## config.mk

```make
export PLATFORM = sky130hd
export DESIGN_NAME = serial_init_port
export DESIGN_NICKNAME = d
export VERILOG_FILES = /design/src/rtl/serial_init_port.sv
export SDC_FILE = /design/constraint.sdc
export NUM_CORES = 1
export LEC_CHECK = 0
export BUFFER_PORTS_ARGS = -buffer_cell sky130_fd_sc_hd__buf_2
export CAP_MARGIN = 10
export CORE_MARGIN = 4
export CORE_UTILIZATION = 50
export CTS_BUF_LIST = sky130_fd_sc_hd__clkbuf_8
export DETAILED_ROUTE_END_ITERATION = 12
export GPL_TIMING_DRIVEN = 0
export PLACE_DENSITY = 0.73
export SYNTH_ARGS = -nofsm -noshare
export SYNTH_HDL_FRONTEND = slang
export SYNTH_SLANG_ARGS = --single-unit
```

## constraint.sdc

```tcl
create_clock -name clk -period 2.5 [get_ports clk]
set_input_delay 0.25 -clock clk [delete_from_list [all_inputs] [get_ports clk]]
set_output_delay 0.25 -clock clk [all_outputs]
set_load 0.05 [all_outputs]
```

## src/rtl/serial_init_port.sv

```systemverilog
// Initiator-side serial bus port: arbitrates for the bus, serializes address and write
// data LSB first, and assembles (possibly split) serial read data for the core.
module serial_init_port #(
   parameter int ADDR_WIDTH = 16,
   parameter int DATA_WIDTH = 8
) (
   input  logic                  clk,
   input  logic                  rst_n,
   input  logic                  init_req,
   input  logic                  arbiter_grant,
   input  logic [DATA_WIDTH-1:0] init_data_out,
   input  logic                  init_data_out_valid,
   input  logic [ADDR_WIDTH-1:0] init_addr_out,
   input  logic                  init_addr_out_valid,
   input  logic                  init_rw,
   input  logic                  init_ready,
   input  logic                  target_split,
   input  logic                  target_ack,
   input  logic                  bus_data_in_valid,
   input  logic                  bus_data_in,
   output logic                  bus_data_out,
   output logic                  init_grant,
   output logic [DATA_WIDTH-1:0] init_data_in,
   output logic                  init_data_in_valid,
   output logic                  bus_data_out_valid,
   output logic                  arbiter_req,
   output logic                  bus_mode,
   output logic                  init_ack,
   output logic                  bus_init_ready,
   output logic                  bus_init_rw,
   output logic                  init_split_ack
);

   localparam logic [2:0] IDLE       = 3'd0;
   localparam logic [2:0] REQ        = 3'd1;
   localparam logic [2:0] LATCH      = 3'd2;
   localparam logic [2:0] ADDR       = 3'd3;
   localparam logic [2:0] WDATA      = 3'd4;
   localparam logic [2:0] WAIT_ACK   = 3'd5;
   localparam logic [2:0] RDATA      = 3'd6;
   localparam logic [2:0] SPLIT_WAIT = 3'd7;

   localparam int MAX_W = (ADDR_WIDTH > DATA_WIDTH) ? ADDR_WIDTH : DATA_WIDTH;
   localparam int CNT_W = $clog2(MAX_W + 1);
   localparam logic [CNT_W-1:0] CNT_ZERO  = {CNT_W{1'b0}};
   localparam logic [CNT_W-1:0] CNT_ONE   = CNT_W'(1);
   localparam logic [CNT_W-1:0] ADDR_LAST = CNT_W'(ADDR_WIDTH);
   localparam logic [CNT_W-1:0] DATA_LAST = CNT_W'(DATA_WIDTH);
   localparam logic [CNT_W-1:0] RD_LAST   = CNT_W'(DATA_WIDTH - 1);

   logic [2:0]            state_r, state_s;
   logic [ADDR_WIDTH-1:0] addr_sh_r, addr_sh_s;
   logic [DATA_WIDTH-1:0] data_sh_r, data_sh_s;
   logic [DATA_WIDTH-1:0] rd_sh_r, rd_sh_s, rd_shift_s;
   logic [CNT_W-1:0]      bit_cnt_r, bit_cnt_s;
   logic [CNT_W-1:0]      rd_cnt_r, rd_cnt_s;
   logic                  rd_last_s;
   logic                  ack_pend_r, ack_pend_s;
   logic                  arbiter_req_r, arbiter_req_s;
   logic                  init_grant_r, init_grant_s;
   logic                  bus_init_rw_r, bus_init_rw_s;
   logic                  bus_init_ready_r, bus_init_ready_s;
   logic [DATA_WIDTH-1:0] init_data_in_r, init_data_in_s;
   logic                  init_data_in_valid_r, init_data_in_valid_s;
   logic                  init_ack_r, init_ack_s;
   logic                  init_split_ack_r, init_split_ack_s;
   logic                  bus_data_out_r, bus_data_out_s;
   logic                  bus_data_out_valid_r, bus_data_out_valid_s;
   logic                  bus_mode_r, bus_mode_s;

   // Next-state and next-output computation; every output is registered from these values.
   always_comb begin
      state_s              = state_r;
      addr_sh_s            = addr_sh_r;
      data_sh_s            = data_sh_r;
      rd_sh_s              = rd_sh_r;
      bit_cnt_s            = bit_cnt_r;
      rd_cnt_s             = rd_cnt_r;
      ack_pend_s           = ack_pend_r;
      arbiter_req_s        = arbiter_req_r;
      init_grant_s         = init_grant_r;
      bus_init_rw_s        = bus_init_rw_r;
      init_data_in_s       = init_data_in_r;
      init_data_in_valid_s = 1'b0;
      init_ack_s           = 1'b0;
      init_split_ack_s     = 1'b0;
      bus_data_out_s       = 1'b0;
      bus_data_out_valid_s = 1'b0;
      bus_mode_s           = 1'b0;
      rd_shift_s           = {bus_data_in, rd_sh_r[DATA_WIDTH-1:1]};
      rd_last_s            = bus_data_in_valid & (rd_cnt_r == RD_LAST);

      case (state_r)
         IDLE: begin
            init_grant_s  = 1'b0;
            bus_init_rw_s = 1'b0;
            if (init_req) begin
               arbiter_req_s = 1'b1;
               state_s       = REQ;
            end else begin
               arbiter_req_s = 1'b0;
            end
         end
         REQ: begin
            arbiter_req_s = 1'b1;
            if (arbiter_grant) begin
               init_grant_s = 1'b1;
               state_s      = LATCH;
            end else begin
               init_grant_s = 1'b0;
            end
         end
         LATCH: begin
            // Address bit 0 is presented straight from the core so ADDR starts next cycle.
            if (init_addr_out_valid && (!init_rw || init_data_out_valid)) begin
               bus_init_rw_s        = init_rw;
               addr_sh_s            = {1'b0, init_addr_out[ADDR_WIDTH-1:1]};
               data_sh_s            = init_data_out;
               bus_data_out_s       = init_addr_out[0];
               bus_data_out_valid_s = 1'b1;
               bus_mode_s           = 1'b1;
               bit_cnt_s            = CNT_ONE;
               rd_cnt_s             = CNT_ZERO;
               ack_pend_s           = 1'b0;
               state_s              = ADDR;
            end else begin
               state_s = LATCH;
            end
         end
         ADDR: begin
            if (bit_cnt_r != ADDR_LAST) begin
               bus_data_out_s       = addr_sh_r[0];
               addr_sh_s            = {1'b0, addr_sh_r[ADDR_WIDTH-1:1]};
               bus_data_out_valid_s = 1'b1;
               bus_mode_s           = 1'b1;
               bit_cnt_s            = bit_cnt_r + CNT_ONE;
            end else if (bus_init_rw_r) begin
               bus_data_out_s       = data_sh_r[0];
               data_sh_s            = {1'b0, data_sh_r[DATA_WIDTH-1:1]};
               bus_data_out_valid_s = 1'b1;
               bit_cnt_s            = CNT_ONE;
               state_s              = WDATA;
            end else begin
               bit_cnt_s = CNT_ZERO;
               state_s   = RDATA;
            end
         end
         WDATA: begin
            if (bit_cnt_r != DATA_LAST) begin
               bus_data_out_s       = data_sh_r[0];
               data_sh_s            = {1'b0, data_sh_r[DATA_WIDTH-1:1]};
               bus_data_out_valid_s = 1'b1;
               bit_cnt_s            = bit_cnt_r + CNT_ONE;
            end else begin
               bit_cnt_s = CNT_ZERO;
               state_s   = WAIT_ACK;
            end
         end
         WAIT_ACK: begin
            // ack_pend_r carries an ack that coincided with the final read bit.
            if (target_ack || ack_pend_r) begin
               init_ack_s    = 1'b1;
               arbiter_req_s = 1'b0;
               init_grant_s  = 1'b0;
               ack_pend_s    = 1'b0;
               bus_init_rw_s = 1'b0;
               state_s       = IDLE;
            end else begin
               state_s = WAIT_ACK;
            end
         end
         RDATA: begin
            if (bus_data_in_valid) begin
               rd_sh_s  = rd_shift_s;
               rd_cnt_s = rd_cnt_r + CNT_ONE;
            end else begin
               rd_sh_s = rd_sh_r;
            end
            if (rd_last_s) begin
               init_data_in_s       = rd_shift_s;
               init_data_in_valid_s = 1'b1;
               rd_cnt_s             = CNT_ZERO;
               ack_pend_s           = target_ack;
               state_s              = WAIT_ACK;
            end else if (target_split) begin
               init_split_ack_s = 1'b1;
               arbiter_req_s    = 1'b0;
               init_grant_s     = 1'b0;
               state_s          = SPLIT_WAIT;
            end else begin
               state_s = RDATA;
            end
         end
         SPLIT_WAIT: begin
            // Grants here belong to the split target; only the remaining read bits matter.
            if (bus_data_in_valid) begin
               rd_sh_s  = rd_shift_s;
               rd_cnt_s = rd_cnt_r + CNT_ONE;
            end else begin
               rd_sh_s = rd_sh_r;
            end
            if (rd_last_s) begin
               init_data_in_s       = rd_shift_s;
               init_data_in_valid_s = 1'b1;
               rd_cnt_s             = CNT_ZERO;
               ack_pend_s           = target_ack;
               state_s              = WAIT_ACK;
            end else begin
               state_s = SPLIT_WAIT;
            end
         end
         default: begin
            arbiter_req_s = 1'b0;
            init_grant_s  = 1'b0;
            state_s       = IDLE;
         end
      endcase

      bus_init_ready_s = (state_s != IDLE) ? init_ready : 1'b0;
   end

   // State, datapath and output registers; async reset abandons any transaction in flight.
   always_ff @(posedge clk or negedge rst_n) begin
      if (!rst_n) begin
         state_r              <= IDLE;
         addr_sh_r            <= {ADDR_WIDTH{1'b0}};
         data_sh_r            <= {DATA_WIDTH{1'b0}};
         rd_sh_r              <= {DATA_WIDTH{1'b0}};
         bit_cnt_r            <= CNT_ZERO;
         rd_cnt_r             <= CNT_ZERO;
         ack_pend_r           <= 1'b0;
         arbiter_req_r        <= 1'b0;
         init_grant_r         <= 1'b0;
         bus_init_rw_r        <= 1'b0;
         bus_init_ready_r     <= 1'b0;
         init_data_in_r       <= {DATA_WIDTH{1'b0}};
         init_data_in_valid_r <= 1'b0;
         init_ack_r           <= 1'b0;
         init_split_ack_r     <= 1'b0;
         bus_data_out_r       <= 1'b0;
         bus_data_out_valid_r <= 1'b0;
         bus_mode_r           <= 1'b0;
      end else begin
         state_r              <= state_s;
         addr_sh_r            <= addr_sh_s;
         data_sh_r            <= data_sh_s;
         rd_sh_r              <= rd_sh_s;
         bit_cnt_r            <= bit_cnt_s;
         rd_cnt_r             <= rd_cnt_s;
         ack_pend_r           <= ack_pend_s;
         arbiter_req_r        <= arbiter_req_s;
         init_grant_r         <= init_grant_s;
         bus_init_rw_r        <= bus_init_rw_s;
         bus_init_ready_r     <= bus_init_ready_s;
         init_data_in_r       <= init_data_in_s;
         init_data_in_valid_r <= init_data_in_valid_s;
         init_ack_r           <= init_ack_s;
         init_split_ack_r     <= init_split_ack_s;
         bus_data_out_r       <= bus_data_out_s;
         bus_data_out_valid_r <= bus_data_out_valid_s;
         bus_mode_r           <= bus_mode_s;
      end
   end

   assign bus_data_out       = bus_data_out_r;
   assign init_grant         = init_grant_r;
   assign init_data_in       = init_data_in_r;
   assign init_data_in_valid = init_data_in_valid_r;
   assign bus_data_out_valid = bus_data_out_valid_r;
   assign arbiter_req        = arbiter_req_r;
   assign bus_mode           = bus_mode_r;
   assign init_ack           = init_ack_r;
   assign bus_init_ready     = bus_init_ready_r;
   assign bus_init_rw        = bus_init_rw_r;
   assign init_split_ack     = init_split_ack_r;

endmodule

```

==> results.py, run 1 <==
metrics = {
    "status": {
        "outcome": "complete, no violations",
    },
    "clock_tree": {
        "clkSinkCount": 62,
        "clk_latency_ns": 0.34,
        "cts_tree": "yes",
        "clk_pin_slew_ns": 0.07,
        "cts_resized": 0,
        "htreeDepth": 3,
        "clock_path_buffers": 2,
        "clockRootBuffer": "clkbuf_8",
        "numCtsBuffers": 9,
    },
    "critical_path": {
        "cp.depth": 6,
        "slowest_stage": "dfrtp_1",
        "worst-r2r-cell-count": 6,
        "cp_top_family": "compound AO/OA/AOI/OAI gates",
        "crit_chain": "inv_1 -> ha_1 -> and4bb_2 -> a32oi_1 -> o21bai_2 -> mux2_2",
        "reg2reg_to": "data_sh_r[6]",
        "crit_type": "flop to flop",
        "critPathBufInv": 1,
        "reg2reg_slack_ns": 0.49,
        "crit_fanout": 8,
        "crit_arrival_ns": 2.24,
        "startpoint_type": "flop",
        "critPathMaxStageDelay_ns": 0.41,
        "reg2reg_from": "bit_cnt_r[0]",
        "critical_path_required_ns": 2.72,
        "worst_setup_path_end_kind": "flop",
    },
    "synthesis": {
        "ys_ff_latch": 62,
        "syn_nets": 318,
        "synth_area_leaders": "dfrtp_1 (51%), mux2_2 (8.1%), nand2_1 (4.6%), mux2_4 (3.9%), a31oi_1 (3.7%)",
        "synth_area_per_cell_um2": 11.0,
        "synth_top_area_cell": "dfrtp_1",
        "synth_edf_count": 0,
        "synthArstFlopShare_pct": 100,
        "synth_warnings": 0,
        "syn-cell-area_mm2": 0.00307,
        "netlist_instances": 279,
        "yosysUniqueCellTypes": 55,
        "ys_seq_area_share_pct": 50.6,
        "yosysMostFrequentCell": "dfrtp_1",
        "yosys.area.top_type_share_pct": 50.6,
        "synth_top_flop_cell": "dfrtp_1",
        "synthTopCellsByCount": "dfrtp_1 (62), nand2_1 (38), mux2_2 (22)",
    },
    "global_route": {
        "antenna_found_initial": 0,
        "met3_usage_pct": 3.71,
        "grtUsageTotal_pct": 19.2,
        "gr-total-overflow": 0,
        "grtUsageMet1_pct": 24.8,
        "grt_pass1_wl_mm": 11.4,
        "grt.busiest_layer": "met2",
        "grt_max_degree": 33,
        "grt_pass1_vias": 2413,
        "grt_use_met2_pct": 31.8,
    },
    "placement": {
        "dp_slack_ns": 0.463,
        "dpl.hpwl_mm": 4.69,
        "gp_congestion": 0.855,
        "portBuffers": 53,
    },
    "sta": {
        "finalCriticalPeriod_ns": 2.01,
        "rsz0062_at_grt": "no",
        "setup_tns_ns": 0,
        "slew_violations": 0,
        "hold_viol": 0,
        "max_slew_margin_pct": 53.8,
        "setup_viol": 0,
        "setup_ws_ns": 0.487,
        "max_freq_mhz": 497,
        "finClkSkew_ns": 0.0116,
        "tightest_slew_ns": 0.693,
        "post-route-period-util_pct": 80.5,
    },
    "worst_hold_path": {
        "whs_path_depth": 3,
        "whs_endpoint": "bus_data_out",
        "hp-start": "init_addr_out[0]",
        "hold_class": "input pin to flop",
    },
    "detailed_routing": {
        "firstDrtPassIters": 4,
        "vias": 2353,
        "ant_nets": 0,
        "wl_mm": 6.50,
        "routedWlPerCell_um": 15.3,
        "drt_iter0_markers": 166,
        "vias_per_cell": 5.54,
        "drcViolationCount": 0,
    },
    "floorplanning": {
        "pin_count": 54,
        "fp.dieW_um": 86.3,
        "num_rows": 28,
        "initial_core_util_pct": 51.8,
        "core_region_area_mm2": 0.00592,
        "die_area_mm2": 0.00745,
        "die_y_um": 86.3,
    },
    "cells_and_area": {
        "final_util_pct": 61.8,
        "register_area_mm2": 0.00155,
        "area_growth_pct": 19.2,
        "antennaDiodeCount": 0,
        "drive_gt1_share_pct": 34.9,
        "nets": 384,
        "nFillCells": 501,
        "multiInputGateArea_mm2": 0.00139,
    },
    "power_and_ir_drop": {
        "ir_worst_vdd_mv": 0.705,
        "power_density_mw_per_mm2": 1180,
        "leakagePower_nw": 1.77,
    },
    "flow_run": {
        "drv_cap": 0,
    },
}
-- tightest hold or removal path, stage by stage --
cell	delay, ns
buf_2	0.08
a22oi_1	0.06
nand2_1	0.05
-- what timing repair did --
| action | in CTS | in global routing |
|---|---|---|
| setup buffers | 0 | 0 |
| endpoints found under the hold margin | 30 | 0 |
| hold buffers | 1 | 0 |
-- layer usage --
metal | part of all wire (%) | wire (um)
met1 | 44 | 2880
met2 | 50 | 3220
met3 | 5.5 | 358
met4 | 0.63 | 41
met5 | 0 | 0
-- per-stage QoR --
| stage | total power [W] | cells | cell area (um^2) | hold slack, ns |
|---|---|---|---|---|
| after floorplan | 0.00301 | 279 | 3070 | -0.0456 |
| after global placement | 0.00337 | 407 | 3430 | 0.482 |
| after detailed placement | 0.00344 | 408 | 3450 | 0.336 |
| after CTS | 0.00434 | 425 | 3660 | 0.137 |
| after global routing | 0.00464 | 425 | 3660 | 0.151 |
| final | 0.00431 | 425 | 3660 | 0.140 |
-- how the worst max path moves through the flow --
| stage | to | startpoint | slack (ns) |
|---|---|---|---|
| 6_report | data_sh_r[6] | bit_cnt_r[0] | 0.49 |
| 5_1_grt | data_sh_r[5] | bit_cnt_r[0] | 0.34 |
| 4_1_cts | data_sh_r[6] | bit_cnt_r[0] | 0.46 |
| 3_5_place_dp | data_sh_r[6] | bit_cnt_r[0] | 0.46 |
| 3_3_place_gp | data_sh_r[5] | bit_cnt_r[0] | 0.49 |
| 2_1_floorplan | data_sh_r[1] | bit_cnt_r[0] | 0.69 |
-- sequential cells by signal, indices dropped and copies added, names as in the netlist, 3 cells and up --
name          flops
rd_sh_r           7
init_data_in      8
state_r           3
rd_cnt_r          5
addr_sh_r        15
data_sh_r         8
bit_cnt_r         5
-- logic make-up after synthesis --
| group | Yosys count | share of synthesized area, % |
|---|---|---|
| simple gates | 97 | 16.8 |
| flops | 62 | 50.6 |
| compound gates | 59 | 13.8 |
| mux | 33 | 13.0 |
| buf+inv | 23 | 4.08 |
| fa+ha+maj | 3 | 1.22 |
| xor+xnor | 2 | 0.571 |
-- placed cells by master (no fill, tap or decap), drive strengths merged, types with 2 or more instances in the layout --
| cell | netlist | final |
|---|---|---|
| buf | 10 | 64 |
| and4bb | 2 | 2 |
| a32oi | 2 | 2 |
| nand4 | 2 | 2 |
| nand3 | 8 | 8 |
| and3 | 3 | 3 |
| mux2i | 3 | 3 |
| a22o | 2 | 2 |
| dfrtp | 62 | 62 |
| nor3 | 18 | 18 |
| a31oi | 19 | 19 |
| nand4b | 2 | 2 |
| a21oi | 7 | 7 |
| mux2 | 30 | 30 |
| a211oi | 2 | 2 |
| o21ai | 11 | 11 |
| ha | 3 | 3 |
| nand2b | 4 | 4 |
| nand3b | 2 | 2 |
| clkinv | 0 | 3 |
| clkbuf | 6 | 17 |
| nand2 | 39 | 39 |
| inv | 7 | 8 |
| nor2 | 11 | 11 |
-- final cells by class --
class                           instances  area share, %
Buffer                                 16           2.70
Inverter                                7          0.718
Sequential cell                        62           42.4
Tap cell                               75           2.57
Clock inverter                          5           1.33
Timing Repair Buffer                   55           8.07
Multi-Input combinational cell        194           38.0
Clock buffer                           11           4.14
-- power by group --
group / switching, W / internal [W] / leakage, nW
clock network: 0.000379 / 0.000506 / 0.110
logic: 0.00105 / 0.000790 / 0.876
registers: 0.000225 / 0.00136 / 0.780
total: 0.00166 / 0.00266 / 1.77
Note: power is estimated with default switching activity, not from simulation.
==> run 2: changes to the inputs <==
--- a/config.mk
+++ b/config.mk
@@ -12,7 +12,7 @@
 export CTS_BUF_LIST = sky130_fd_sc_hd__clkbuf_8
 export DETAILED_ROUTE_END_ITERATION = 12
 export GPL_TIMING_DRIVEN = 0
-export PLACE_DENSITY = 0.73
+export PLACE_DENSITY = 0.75
 export SYNTH_ARGS = -nofsm -noshare
 export SYNTH_HDL_FRONTEND = slang
 export SYNTH_SLANG_ARGS = --single-unit
==> constraint.sdc (replaced) <==
create_clock -name clk -period 1.64 [get_ports clk]
set_input_delay 0.164 -clock clk [delete_from_list [all_inputs] [get_ports clk]]
set_output_delay 0.164 -clock clk [all_outputs]
set_load 0.05 [all_outputs]
==> results.py, run 2 (synthesized netlist as in run 1, its figures left out) <==
metrics = {
    "cells_and_area": {
        "final_util_pct": 69.9,
        "drive_gt1_share_pct": 46.7,
        "antennaDiodeCount": 0,
        "final_cells": 450,
        "largest-register": "addr_sh_r",
        "final_area_mm2": 0.00414,
        "nets": 409,
        "multiInputGateArea_mm2": 0.00159,
        "largest_reg_flops": 15,
        "register_area_mm2": 0.00155,
        "nFillCells": 415,
        "final_cell_mix": "dfrtp_1 (61), buf_2 (54), nand2_1 (37)",
        "area_growth_pct": 35.0,
        "mostFrequentLayoutCell": "dfrtp_1",
    },
    "status": {
        "violations": "negative setup slack",
        "outcome": "finished, violations left",
    },
    "global_route": {
        "antenna_found_initial": 0,
        "grt_pass1_vias": 2485,
        "grt_pass1_wl_mm": 11.7,
        "grtUsageTotal_pct": 19.7,
        "grt_max_degree": 40,
        "gr-total-overflow": 0,
    },
    "placement": {
        "dp.cells": 408,
        "portBuffers": 53,
        "dpl-instance-area_mm2": 0.00350,
        "gp_congestion": 0.820,
        "dpl.hpwl_mm": 4.76,
    },
    "power_and_ir_drop": {
        "power_density_mw_per_mm2": 1810,
        "design_power_total_w": 0.00749,
        "ir_worst_vdd_mv": 1.03,
        "leakagePower_nw": 1.97,
    },
    "clock_tree": {
        "numCtsBuffers": 9,
        "clockRootBuffer": "clkbuf_8",
        "htreeDepth": 3,
        "clkSinkCount": 62,
        "clk_pin_slew_ns": 0.06,
        "clk_latency_ns": 0.34,
        "cts_tree": "yes",
        "clock_path_buffers": 2,
    },
    "critical_path": {
        "startpoint_type": "flop",
        "worst_setup_path_end_kind": "flop",
        "cp-endpoint": "data_sh_r[4]",
        "crit_fanout": 8,
        "slowest_stage": "dfrtp_1",
        "reg2reg_from": "bit_cnt_r[0]",
        "crit_path_start": "bit_cnt_r[0]",
        "reg2reg_to": "data_sh_r[4]",
        "crit_chain": "inv_2 -> ha_4 -> and4bb_2 -> nor3_2 -> o21bai_4 -> buf_12 -> mux2_4",
        "crit_type": "flop to flop",
        "reg2reg_slack_ns": -0.09,
        "critical_path_required_ns": 1.86,
        "critPathMaxStageDelay_ns": 0.38,
        "crit_arrival_ns": 1.95,
        "worst-r2r-cell-count": 7,
    },
    "detailed_routing": {
        "drcViolationCount": 0,
        "vias_per_cell": 5.65,
        "wl_mm": 7.58,
        "vias": 2542,
        "drt_iter0_markers": 181,
        "firstDrtPassIters": 4,
        "routedWlPerCell_um": 16.8,
        "ant_nets": 0,
    },
    "sta": {
        "finClkSkew_ns": 0.0118,
        "setup_ws_ns": -0.0939,
        "finalCriticalPeriod_ns": 1.73,
        "rsz0062_at_grt": "yes",
        "post-route-period-util_pct": 106,
        "max_slew_margin_pct": 62.4,
        "max_freq_mhz": 577,
        "setup_viol": 10,
        "slew_violations": 0,
        "tightest_slew_ns": 0.564,
        "hold_viol": 0,
    },
    "floorplanning": {
        "initial_core_util_pct": 51.8,
        "fp.dieW_um": 86.3,
        "num_rows": 28,
        "die_y_um": 86.3,
        "die_area_mm2": 0.00745,
        "core_region_area_mm2": 0.00592,
        "pin_count": 54,
    },
    "flow_run": {
        "drv_cap": 0,
    },
    "worst_hold_path": {
        "hold_class": "input pin to flop",
    },
}
[run 2: metal layers]
layer	vias up	share of wire, %	track usage [%]
li1	1198	-	-
met1	1254	43	26.0
met2	76	49	31.9
met3	14	5.7	5.32
met4	0	1.6	5.81
met5	-	0	0
[run 2: worst min-delay path by stage]
| stage | startpoint | end | slack (ns) | cells past startpoint |
|---|---|---|---|---|
| 6_report | init_ready | bus_init_ready | 0.06 | 2 |
| 5_1_grt | init_ready | bus_init_ready | 0.05 | 2 |
| 4_1_cts | init_ready | bus_init_ready | 0.05 | 2 |
| 3_5_place_dp | rst_n | init_data_in[0] | 0.19 | 1 |
| 3_3_place_gp | init_addr_out[15] | addr_sh_r[14] | 0.40 | 3 |
| 2_1_floorplan | rst_n | ack_pend_r | -0.13 | 0 |
[run 2: worst max-delay path: cells and delay by family, from the launching register on]
family	cells	cell delay (ns)
simple gates	2	0.42
buf+inv	2	0.22
flops	1	0.38
mux	1	0.30
compound gates	1	0.16
fa+ha+maj	1	0.15
[run 2: final cells by class]
cell class                      count  area share (%)
Multi-Input combinational cell    194            38.3
Sequential cell                    62            37.5
Clock buffer                       11            3.66
Clock inverter                      5            1.21
Buffer                             12            2.72
Timing Repair Buffer               84            13.7
Tap cell                           75            2.27
Inverter                            7           0.635
[run 2: what timing repair did]
action,in CTS,in global routing
pin swaps,6,14
buffers inserted,18,9
resized for setup,18,43
gates cloned,1,1
endpoints found under the hold margin,23,0
setup endpoints to repair,45,41
hold buffers,1,0
[run 2: power by group]
group | switching, W | total (W) | internal, W
Combinational | 0.00190 | 0.00368 | 0.00178
Clock | 0.000594 | 0.00137 | 0.000772
Sequential | 0.000371 | 0.00244 | 0.00207
[run 2: stage by stage]
stage	TNS, ns	setup WS (ns)	hold WS, ns
6_report	-0.695	-0.0939	0.0598
3_3_place_gp	-5.47	-0.223	0.403
2_1_floorplan	-0.658	-0.0940	-0.132
5_1_grt	-2.37	-0.167	0.0480
3_5_place_dp	-5.98	-0.236	0.189
4_1_cts	-0.470	-0.0580	0.0466
